<file path="src/rtl/up_dn_cmd_gen.sv">
// Push-button front end for the 5-bit up/down counter: sync, debounce, prioritised strobes.
// Define AUTO_REPEAT_EN to compile in the hold-to-repeat FSM for Up/Down.
module up_dn_cmd_gen #(
  parameter int unsigned DEB_CYCLES    = 4,
  parameter int unsigned REPEAT_DELAY  = 8,
  parameter int unsigned REPEAT_PERIOD = 4
) (
  input  logic       CLK,
  input  logic       RST,
  input  logic       BTN_UP,
  input  logic       BTN_DN,
  input  logic       BTN_LOAD,
  input  logic [4:0] SW_IN,
  output logic [4:0] IN,
  output logic       Load,
  output logic       Up,
  output logic       Down
);

  localparam int unsigned CntW = $clog2(DEB_CYCLES);
  localparam logic [CntW-1:0] CntLast = CntW'(DEB_CYCLES - 2);

  if (DEB_CYCLES < 2 || REPEAT_PERIOD < 2 || REPEAT_DELAY < 1) begin : gen_param_check
    $error("up_dn_cmd_gen: illegal parameter value");
  end

  // Button vector order: [0] up, [1] down, [2] load.
  logic [2:0]      btn_meta_q, s_btn_q;
  logic [4:0]      sw_meta_q, s_sw_q;
  logic [2:0]      stable_q, stable_d;
  logic [CntW-1:0] deb_cnt_q [3];
  logic [CntW-1:0] deb_cnt_d [3];
  logic [2:0]      press;
  logic            press_up, press_dn, press_ld;
  logic            up_d, dn_d, ld_d;

  // Flip on the edge where the counter would reach DEB_CYCLES-1; the press strobe
  // is registered on that same edge.
  always_comb begin
    stable_d = stable_q;
    press    = '0;
    for (int i = 0; i < 3; i++) begin
      deb_cnt_d[i] = '0;
      if (s_btn_q[i] != stable_q[i]) begin
        if (deb_cnt_q[i] == CntLast) begin
          stable_d[i] = s_btn_q[i];
          press[i]    = s_btn_q[i];
        end else begin
          deb_cnt_d[i] = deb_cnt_q[i] + 1'b1;
        end
      end
    end
  end

  assign press_ld = press[2];
  assign press_dn = press[1] & ~press[2];
  assign press_up = press[0] & ~press[1] & ~press[2];

`ifdef AUTO_REPEAT_EN
  localparam int unsigned TmrMax = (REPEAT_DELAY > REPEAT_PERIOD) ? REPEAT_DELAY : REPEAT_PERIOD;
  localparam int unsigned TmrW   = $clog2(TmrMax);

  typedef enum logic [1:0] {StIdle, StHoldWait, StRepeat} rpt_state_e;

  rpt_state_e      state_q, state_d;
  logic [TmrW-1:0] tmr_q, tmr_d;
  logic            dir_q, dir_d;  // 1: down
  logic            held, opp_press, rpt_up, rpt_dn;

  // Use the post-edge debounced level so a button released this edge cannot repeat.
  assign held      = dir_q ? stable_d[1] : stable_d[0];
  assign opp_press = dir_q ? press[0] : press[1];

  always_comb begin
    state_d = state_q;
    tmr_d   = tmr_q + 1'b1;
    dir_d   = dir_q;
    rpt_up  = 1'b0;
    rpt_dn  = 1'b0;
    unique case (state_q)
      StIdle: begin
        tmr_d = '0;
        if (press_up || press_dn) begin
          state_d = StHoldWait;
          dir_d   = press_dn;
        end
      end
      StHoldWait: begin
        if (press_ld || opp_press || !held) begin
          state_d = StIdle;
        end else if (tmr_q == TmrW'(REPEAT_DELAY - 1)) begin
          state_d = StRepeat;
          tmr_d   = '0;
          rpt_up  = ~dir_q;
          rpt_dn  = dir_q;
        end
      end
      StRepeat: begin
        if (press_ld || opp_press || !held) begin
          state_d = StIdle;
        end else if (tmr_q == TmrW'(REPEAT_PERIOD - 1)) begin
          tmr_d  = '0;
          rpt_up = ~dir_q;
          rpt_dn = dir_q;
        end
      end
      default: state_d = StIdle;
    endcase
  end

  always_ff @(posedge CLK or negedge RST) begin
    if (!RST) begin
      state_q <= StIdle;
      tmr_q   <= '0;
      dir_q   <= 1'b0;
    end else begin
      state_q <= state_d;
      tmr_q   <= tmr_d;
      dir_q   <= dir_d;
    end
  end

  // Repeats only fire with no Load or opposite press this edge, so they never collide.
  assign up_d = press_up | rpt_up;
  assign dn_d = press_dn | rpt_dn;
`else
  assign up_d = press_up;
  assign dn_d = press_dn;
`endif

  assign ld_d = press_ld;

  always_ff @(posedge CLK or negedge RST) begin
    if (!RST) begin
      btn_meta_q <= '0;
      s_btn_q    <= '0;
      sw_meta_q  <= '0;
      s_sw_q     <= '0;
      stable_q   <= '0;
      for (int i = 0; i < 3; i++) deb_cnt_q[i] <= '0;
      Load       <= 1'b0;
      Up         <= 1'b0;
      Down       <= 1'b0;
      IN         <= '0;
    end else begin
      btn_meta_q <= {BTN_LOAD, BTN_DN, BTN_UP};
      s_btn_q    <= btn_meta_q;
      sw_meta_q  <= SW_IN;
      s_sw_q     <= sw_meta_q;
      stable_q   <= stable_d;
      for (int i = 0; i < 3; i++) deb_cnt_q[i] <= deb_cnt_d[i];
      Load       <= ld_d;
      Up         <= up_d;
      Down       <= dn_d;
      if (ld_d) IN <= s_sw_q;
    end
  end

endmodule

</file>
<file path="config.mk">
export PLATFORM = sky130hd
export DESIGN_NAME = up_dn_cmd_gen
export DESIGN_NICKNAME = d
export VERILOG_FILES = /design/src/rtl/up_dn_cmd_gen.sv
export SDC_FILE = /design/constraint.sdc
export NUM_CORES = 1
export LEC_CHECK = 0
export CELL_PAD_IN_SITES_DETAIL_PLACEMENT = 1
export CELL_PAD_IN_SITES_GLOBAL_PLACEMENT = 1
export CORE_MARGIN = 3
export CORE_UTILIZATION = 45
export DETAILED_ROUTE_END_ITERATION = 10
export GPL_TIMING_DRIVEN = 0
export HOLD_SLACK_MARGIN = 0.08
export PLACE_DENSITY = 0.83
export SKIP_LAST_GASP = 1
export SYNTH_ARGS = -nofsm -noshare
export SYNTH_HDL_FRONTEND = slang
export SYNTH_SLANG_ARGS = --single-unit
</file>
<file path="constraint.sdc">
create_clock -name CLK -period 3.3 [get_ports CLK]
set_clock_uncertainty 0.2 [all_clocks]
set_input_delay 0.33 -clock CLK [delete_from_list [all_inputs] [get_ports CLK]]
set_output_delay 0.33 -clock CLK [all_outputs]
set_load 0.03 [all_outputs]
</file>
# Word level (Yosys, flattened, before mapping)
# Cells that the tools add are included.
dict set report word_totals {
  reg_bits 33
  out_inout_bits 8
  wordCells 43
}
dict set report classes {
  addsub 3
  eq_ne 6
  mux 12
  n_bitwise 5
  n_reduce_logical 3
}
# operator n
set ops {}
lappend ops {{$mux W2} 6}
lappend ops {{$add A2 B1 Y2 const B} 3}
lappend ops {{$eq A2 B2 Y1 const B} 3}
lappend ops {{$mux W1} 6}
lappend ops {{$reduce_and A2 Y1} 3}
lappend ops {{$and A1 B1 Y1} 3}
lappend ops {{$ne A1 B1 Y1} 3}
lappend ops {{$not A1 Y1} 2}

# Longest topological paths before layout
# Gate-level depths: netlist of the first run.
dict set report depth {
  depth_word 6
  ltp_mapped 3
}

# Least setup slack after synthesis of the first run
# No wires, ideal clock.
dict set report synth_path {
  path_type {reg-to-reg}
  from {register stable_q[2]}
  to {register IN[0]}
  t_arrival_ns 1.072
  t_required_ns 2.975
  path_slack_ns 1.902
  stages_incl_launch_ff 4
  path_buffers 1
  synth_period_minus_slack_ns 1.398
  path_cell_list {dfrtp_1 > and4bb_1 > buf_6 > mux2_4}
}
dict set report synth_via {
  elab_chain_len 2
}
# item line_no
set synth_rtl {}
lappend synth_rtl {{start, declared} 30} ;# logic [2:0] stable_q, stable_d;
lappend synth_rtl {{start signal, assigned} 150} ;# stable_q <= stable_d;
lappend synth_rtl {{$ne A1 B1 Y1} 44} ;# if (s_btn_q[i] != stable_q[i]) begin
lappend synth_rtl {{$mux W1} 44}
lappend synth_rtl {{net ld_d} 35} ;# logic up_d, dn_d, ld_d;
lappend synth_rtl {{end signal, assigned} 155} ;# if (ld_d) IN <= s_sw_q;
lappend synth_rtl {{end, declared} 14} ;# output logic [4:0] IN,
# The timed path passes the listed nets, and every way through them passes these cells.
# A chain may end at the register's enable or synchronous reset.

# Worst setup path in the final report of the first run
dict set report layout_path {
  from {register IN[0]}
  to {output IN[0]}
}
# No word-level cell between the ends.

==> metrics.txt, run 1 <==
fraction of layout cells with a size suffix above 1=16.5%; synthesis-to-layout area growth=24.0%; Final Util=59.8%; Layout fillers=210; Detailed Route Iter0 Violations=6; Hold Path Cell Cnt=0; H-tree levels=2; P per Cell Area=805 mW/mm²; reg-to-reg endpoint=IN[3]; M1 WL=652 µm; Num CTS Buffers=5; crit start category=register; Crit Reg-Reg Startpoint=deb_cnt_q[0]; num ports=18; metal2 WL=835 µm; initial antenna violation count=0; Nets=94; Crit path max-delay family=buffers and inverters; DP Wirelength=roughly 1200 µm; RePlAce Congestion=0.656; final setup violating endpoints=0; status=completed; routed wl met3=roughly 96 µm; Initial Utilization=between 40 and 50%; first-pass GRT wire length=between 2000 and 3000 µm; highest routing layer actually used=met4; FF-to-FF path depth=3; antenna-violating nets left=0; final WL=between 1500 and 2000 µm; DRC Markers=0; placed cells=104; worst-path maximum fanout=2; total grt overflow=0; Netlist cell types=14; die extent in x=54.9 µm; fin cells=113; vias in the first global route=541; Worst-Margin Slew=around 690 ps; register area share after synthesis=76.7%; maximum clock frequency=527 MHz; VDD IR-drop max=0.442 mV; placement row count=17; RSZ-0062 raised after global routing=no; core footprint=0.00223 mm²; Slew Viols, Final=0; WP data required=2770 ps; # Max-Cap Violations=0; Overall Global Routing Usage=13.0%; fin crit period=approximately 1900 ps; largest net degree at the start of global routing=34; cell area after synthesis=~0.0011 mm²; WP buf/inv=1; Avg Cell Area, Syn=18.3 µm²; leak pwr=0.591 nW; Final Hold Vio Count=0; multi-input logic area=240 µm²; most frequent cells in the layout=dfrtp_1, clkdlybuf4s50_1, mux2_4, clkbuf_4; CTS sink cnt=33; most common cell after layout, fill and taps aside=dfrtp_1; n_diodes=0; Final period util=around 57%; Max stage delay on crit path=680 ps; Mapped Cells=59; CTS max path bufs=2; Yosys warning count=0; design area=0.00134 mm²; DIE AREA=0.00302 mm²; IO Port Bufs=17; Area after DPL=about 0.0013 mm²; worst-skew pair later-pin latency=310 ps; r2r setup slk=1800 ps; Slew headroom=53.8%; slowest library cell on the worst path=clkdlybuf4s50_1; worst hold path class=register to register; total number of vias=555; root buffer selected by CTS=clkbuf_4; FF+latch count, synth=33; Mapped Nets=69; hold wc startpoint=btn_meta_q[2]; Setup crit end kind=output pin; Reg area=826 µm²; Hold Path End=s_btn_q[2]; drt pass-1 iters=4; critical path cell sequence=clkdlybuf4s50_1; Via density=4.91; WP data arrival=about 1400 ps; setup TNS=0 ps; Clock Pin Slew Worst Setup and Hold Paths=90 ps; chip height=54.9 µm; CP Class=register to output pin; wire length per cell=14.2 µm; CTS tree=built
state kept, by name (all words and copies together) (netlist names):
register and flops:
Down 1, IN 5, Load 1, Up 1
btn_meta_q 3, deb_cnt_q 6, s_btn_q 3, s_sw_q 5
stable_q 3, sw_meta_q 5
synthesized netlist by cell type:
| library cell | number | area, µm² |
|---|---|---|
| mux2_4 | 5 | 75.1 |
| nand2b_1 | 2 | 12.5 |
| mux2_1 | 2 | 22.5 |
| and4bb_1 | 1 | 12.5 |
| nor3b_1 | 3 | 22.5 |
| nand4bb_1 | 1 | 11.3 |
| mux2_2 | 1 | 11.3 |
| nor3_1 | 3 | 15.0 |
| buf_6 | 1 | 11.3 |
| nor2b_1 | 2 | 12.5 |
| nor2_1 | 1 | 3.75 |
| nor4b_2 | 1 | 15.0 |
| xnor2_1 | 3 | 26.3 |
| dfrtp_1 | 33 | 826 |
where the power goes:
| group | switching, W | internal (W) |
|---|---|---|
| logic | 0.000141 | 0.000170 |
| clock network | 0.000118 | 0.0000848 |
| registers | 0.0000643 | 0.000497 |
| total | 0.000323 | 0.000753 |
cells by family after synthesis:
kind of cell / count (synthesis) / synth area share, %
XOR/XNOR: 3 / 2.44
buffers and inverters: 1 / 1.05
flip-flops: 33 / 76.7
multiplexers: 8 / 10.1
AND/OR/NAND/NOR: 14 / 9.75
metal layers:
layer | up-vias | global-route usage, %
met5 | - | 0
met3 | 4 | 6.70
met4 | 0 | 6.07
met1 | 284 | 15.3
li1 | 250 | -
met2 | 17 | 19.5
worst max-delay path by stage:
stage,startpoint,endpoint,depth (start not counted),slack (ps)
after floorplan,stable_q[2],IN[0],3,1900
after global placement,RST,sw_meta_q[1],1,1120
after detailed placement,RST,IN[1],1,1100
after CTS,IN[3],IN[3],1,1370
after global routing,IN[3],IN[3],1,1320
final,IN[0],IN[0],1,1400
layout make-up:
class	instances	share of cell area, %
plain buffers	1	0.843
clock buffers	8	3.65
multi-input cells	25	18.0
flip-flops and latches	33	61.8
well taps	28	2.62
repair buffers	18	13.1
stage by stage:
stage	hold WS, ps	total power [W]	worst slack, ps
2_1_floorplan	-166	0.000761	1900
5_1_grt	165	0.00115	1320
4_1_cts	161	0.00109	1370
3_5_place_dp	138	0.000886	1100
3_3_place_gp	132	0.000865	1120
6_report	157	0.00108	1400
timing repair:
| action | in CTS | in global routing |
|---|---|---|
| resized for setup | 0 | 0 |
| buffers inserted | 0 | 0 |
| hold endpoints to repair | 0 | 33 |
| setup endpoints to repair | 0 | 0 |
| hold buffers | 0 | 1 |
Note: power is estimated with default switching activity, not from simulation.
==> inputs of run 2 (changes only) <==
Settings changed: CORE_UTILIZATION 45 to 38, PLACE_DENSITY 0.83 to 0.75.
Clock period 3.3 ns to 1.6 ns, I/O delays scaled along.
==> run 2 against run 1 <==
Net effect: largest cell class unchanged; setup slack got worse by 1300 ps; hold slack got worse by 0.90 ps; critical path depth increased by 2; largest power group unchanged; via count increased by 2.3%; non-clock buffer count increased by 8; power increased by 130%; final area increased by 9.5%.
==> metrics.txt, run 2 (synthesis results as in run 1) <==
slowest library cell on the worst path=dfrtp_1; DIE AREA=0.00351 mm² (+16%); NetSw=0.000703 W (+120%); Seq pwr share=45.8% (-6.4 points); core footprint=0.00259 mm² (+16%); Initial Utilization=41.6% (-6.6 points); die extent in x=59.2 µm (+7.9%); Slew headroom=54.0% (+0.30 points); P per Cell Area=1730 mW/mm² (+110%); largest net degree at the start of global routing=34 (unchanged); RSZ-0062 raised after global routing=no; Clock Pin Slew Worst Setup and Hold Paths=100 ps (about the same); critical path cell sequence=and4bb_1 > buf_6 > mux2_4; status=completed; n_diodes=0 (unchanged); register with the most flip-flops=deb_cnt_q; Fin Hold WS=156 ps (-0.903 ps); synthesis-to-layout area growth=35.8%; Via density=4.62 (-6.0%); H-tree levels=2 (unchanged); cell-internal power=0.00182 W (+140%); RePlAce Congestion=0.627 (-4.3%); Detailed Route Iter0 Violations=4 (-2); Crit path max-delay family=flip-flops; worst-path maximum fanout=8 (+6); total number of vias=568 (+2.3%); initial antenna violation count=0 (unchanged); first-pass GRT wire length=2860 µm (+13%); placed cells=106 (+1.9%); sw frac=27.8% (-2.2 points); wire length per cell=13.9 µm (-2.2%); CTS max path bufs=2 (unchanged); clock share of power=30.0% (+11 points); chip height=59.2 µm (+7.9%); vias in the first global route=620 (+15%); fin crit period=between 1000 and 1500 ps; worst hold path class=register to register; Reg area=826 µm² (unchanged); most common cell after layout, fill and taps aside=dfrtp_1; WP buf/inv=1 (unchanged); IO Port Bufs=17 (unchanged); Final Hold Vio Count=0 (unchanged); crit start category=register; leak pwr=0.678 nW (+15%); DRC Markers=0 (unchanged); Num CTS Buffers=5 (unchanged); fraction of layout cells with a size suffix above 1=18.3% (+1.8 points); final setup violating endpoints=0 (unchanged); maximum clock frequency=approximately 670 MHz; # Max-Cap Violations=0 (unchanged); drt pass-1 iters=2 (-2); DP Wirelength=1130 µm (-2.3%); Setup crit end kind=register; total grt overflow=0 (unchanged); placement row count=18 (+1); Overall Global Routing Usage=11.9% (-1.0 points); multi-input logic area=240 µm² (unchanged); CP Class=register to register; CTS tree=built; Slew Viols, Final=0 (unchanged); Max stage delay on crit path=420 ps (-260 ps); VDD IR-drop max=1.27 mV (+190%); r2r setup slk=110 ps (-1690 ps); most frequent cells in the layout=dfrtp_1, dlygate4sd3_1, clkdlybuf4s50_1, dlygate4sd2_1; Final period util=93.4%; Nets=102 (+8.5%); CTS sink cnt=33 (unchanged); Largest register FFs=6 (unchanged); Layout fillers=235 (+12%); worst-skew pair later-pin latency=330 ps (+20 ps); fin cells=123 (+8.8%); Gate power share=24.2% (-4.7 points); WP data arrival=1520 ps (+150 ps); root buffer selected by CTS=clkbuf_4; final WL=1710 µm (+6.4%); Worst-Margin Slew=689 ps (-4.47 ps); num ports=18 (unchanged); WP data required=1620 ps (-1150 ps); antenna-violating nets left=0 (unchanged)
run 2: cell types whose count changed in the layout (fill, tap and decap cells not counted), sizes merged:
cell           before  now
bufinv              0    2
clkbuf              8    5
clkdlybuf4s50      16    8
clkinv              0    1
dlygate4sd2         0    8
dlygate4sd3         1    9
run 2: final cells by class:
type | instances | share of cell area, %
multi-input cells | 25 | 16.4
clock inverters | 3 | 4.45
repair buffers | 26 | 16.8
well taps | 30 | 2.57
plain buffers | 1 | 0.770
flip-flops and latches | 33 | 56.5
clock buffers | 5 | 2.57
run 2: path summary, 6_finish.rpt:
check,start,endpoint,depth (start not counted)
worst max-delay path,stable_q[2],IN[0],3
worst min-delay path,btn_meta_q[0],s_btn_q[0],0
worst max register to register,stable_q[2],IN[0],3
worst min register to register,btn_meta_q[0],s_btn_q[0],0
max in group asynchronous,RST,deb_cnt_q[0],2
min in group asynchronous,RST,deb_cnt_q[5],2
run 2: what timing repair did:
item	in CTS	in global routing
endpoints found under the setup margin	8	0
buffers inserted	0	0
gates resized for setup	8	0
hold endpoints to repair	41	0
hold buffers	9	0
run 2: metrics by stage:
step           instance area, µm²  setup TNS [ps]  power (W)  utilization [%]  setup WS (ps)
2_1_floorplan                1080               0    0.00157                -            202
5_1_grt                      1460               0    0.00267             56.5           41.9
4_1_cts                      1460               0    0.00256             56.5           72.3
3_5_place_dp                 1280               0    0.00183             49.4            128
6_report                     1460               0    0.00253             56.5            106
3_3_place_gp                 1280          -13800    0.00179             49.6           -420
run 2: layer usage:
metal / track usage (%) / routed length, µm / vias to the layer above
met5: 0 / 0 / -
met4: 8.74 / 37 / 0
met3: 4.58 / 113 / 4
met2: 17.9 / 841 / 17
met1: 13.7 / 717 / 284
li1: - / - / 263
run 2: worst reg2reg max path, stage by stage (launching register included):
cell      delay [ps]
dfrtp_1          420
and4bb_1         300
buf_6            160
mux2_4           310
run 2: power groups by stage:
stage | Combinational (W) | Clock (W) | Sequential [W]
2_1_floorplan | 0.000288 | 0 | 0.00128
3_3_place_gp | 0.000628 | 0 | 0.00116
3_5_place_dp | 0.000651 | 0 | 0.00118
4_1_cts | 0.000619 | 0.000781 | 0.00116
5_1_grt | 0.000657 | 0.000827 | 0.00119
6_report | 0.000611 | 0.000759 | 0.00116
==> inputs of run 3 (changes only) <==
Settings changed: CORE_MARGIN 3 to 2, GPL_ROUTABILITY_DRIVEN set to 1.
==> run 3 against run 2 <==
Net effect: critical path depth fell by 2; via count is 3.7% higher; utilization down 2.9 points; cell count rose by 0.81%; non-clock buffer count unchanged; first-iteration DRC count grew to 3.5 times the previous value; hold slack gained 0.89 ps; flip-flop and latch count stayed put; maximum frequency about the same; largest power group unchanged.
==> metrics.txt, run 3 (synthesis results as in run 1) <==
slowest library cell on the worst path=dlygate4sd2_1; final setup violating endpoints=0 (unchanged); Clock Pin Slew Worst Setup and Hold Paths=110 ps (about the same); placed cells=107 (+0.94%); Detailed Route Iter0 Violations=14 (+10); FF-to-FF path depth=3 (unchanged); Critical Path End=IN[1]; Via density=4.75 (+2.9%); n_diodes=0 (unchanged); WP data arrival=1130 ps (-390 ps); Layout fillers=257 (+9.4%); die extent in x=57.2 µm (-3.4%); Initial Utilization=39.4% (-2.2 points); root buffer selected by CTS=clkbuf_4; H-tree levels=2 (unchanged); CP Class=register to output pin; critical path cell sequence=dlygate4sd2_1; # Max-Cap Violations=0 (unchanged); chip height=57.2 µm (-3.4%); Worst-Margin Slew=681 ps (-8.45 ps); largest net degree at the start of global routing=34 (unchanged); Crit Reg-Reg Startpoint=stable_q[2]; fin crit period=1490 ps (-0.652 ps); Max stage delay on crit path=410 ps (about the same); Nets=102 (unchanged); worst-skew pair later-pin latency=330 ps (about the same); RSZ-0062 raised after global routing=no; IO Port Bufs=17 (unchanged); most frequent cells in the layout=dfrtp_1, dlygate4sd3_1, clkdlybuf4s50_1, dlygate4sd2_1; WP buf/inv=1 (unchanged); P per Cell Area=1720 mW/mm² (-0.44%); CTS max path bufs=2 (unchanged); Setup crit end kind=output pin; Crit path max-delay family=buffers and inverters; RePlAce Congestion=0.688 (+9.6%); setup TNS=0 ps (unchanged); antenna-violating nets left=0 (unchanged); VDD IR-drop max=1.24 mV (-2.1%); CTS sink cnt=33 (unchanged); first-pass GRT wire length=2900 µm (+1.7%); post-CTS setup buffer count=0 (unchanged); Num CTS Buffers=5 (unchanged); crit start category=register; DP Wirelength=1100 µm (-3.1%); worst setup path start=IN[1]; maximum clock frequency=669 MHz (about the same); reg-to-reg endpoint=IN[1]; total grt overflow=0 (unchanged); num ports=18 (unchanged); Final Util=53.5% (-2.9 points); most common cell after layout, fill and taps aside=dfrtp_1; synthesis-to-layout area growth=35.9% (about the same); hold wc startpoint=btn_meta_q[1]; initial antenna violation count=0 (unchanged); Slew Viols, Final=0 (unchanged); DIE AREA=0.00328 mm² (-6.6%); vias in the first global route=652 (+5.2%); worst-path maximum fanout=2 (-6); Overall Global Routing Usage=12.8% (+0.88 points); final WL=1710 µm (unchanged); r2r setup slk=130 ps (+20 ps); total number of vias=589 (+3.7%); register with the most flip-flops=deb_cnt_q; worst hold path class=register to register; Largest register FFs=6 (unchanged); DRC Markers=0 (unchanged); WP data required=1240 ps (-380 ps); CTS tree=built; leak pwr=0.678 nW (unchanged); placement row count=19 (+1); CP Depth=1 (-2); Reg area=826 µm² (unchanged); wire length per cell=13.8 µm (-0.81%); fin cells=124 (+0.81%); Final period util=93.4% (about the same); drt pass-1 iters=4 (+2); status=completed; multi-input logic area=240 µm² (unchanged); Slew headroom=54.6% (+0.56 points); Final Hold Vio Count=0 (unchanged); fraction of layout cells with a size suffix above 1=18.3% (unchanged); core footprint=0.00273 mm² (+5.6%)
==> run 3: layout make-up <==
type / instances / area share [%]
plain buffers: 1 / 0.769
clock buffers: 5 / 2.56
clock inverters: 3 / 4.44
multi-input cells: 25 / 16.4
flip-flops and latches: 33 / 56.4
well taps: 31 / 2.65
repair buffers: 26 / 16.8
==> run 3: layer usage <==
metal / wire length [µm] / GRT usage, %
met1: 621 / 12.8
met3: 93 / 6.80
met2: 958 / 21.8
met4: 36 / 5.98
met5: 0 / 0
==> run 3: timing repair <==
item                       CTS  global route
setup endpoints to repair   41             0
resized for setup            9             0
hold endpoints to repair    19            33
hold buffers                 8             1
==> run 3: worst min-delay path by stage <==
stage                      end  cells past startpoint  slack (ps)
finish              s_btn_q[1]                      0         160
floorplan                 Down                      0        -340
detailed placement   s_sw_q[2]                      0         140
CTS                      IN[1]                      1          70
global route        s_btn_q[1]                      0         170
global placement     s_sw_q[1]                      0         130
==> run 3: power breakdown <==
| part | switching (W) | internal [W] | total [W] |
|---|---|---|---|
| sequential | 0.000129 | 0.00103 | 0.00115 |
| combinational | 0.000293 | 0.000315 | 0.000608 |
| clock | 0.000272 | 0.000484 | 0.000756 |
==> run 3: per-stage QoR <==
step	instance area, µm²	power (W)	hold slack (ps)	worst slack, ps
finish	1460	0.00252	157	106
floorplan	1080	0.00157	-336	202
global placement	1290	0.00178	132	-399
global route	1460	0.00266	165	34.9
CTS	1460	0.00257	74.4	57.2
detailed placement	1290	0.00182	136	-421
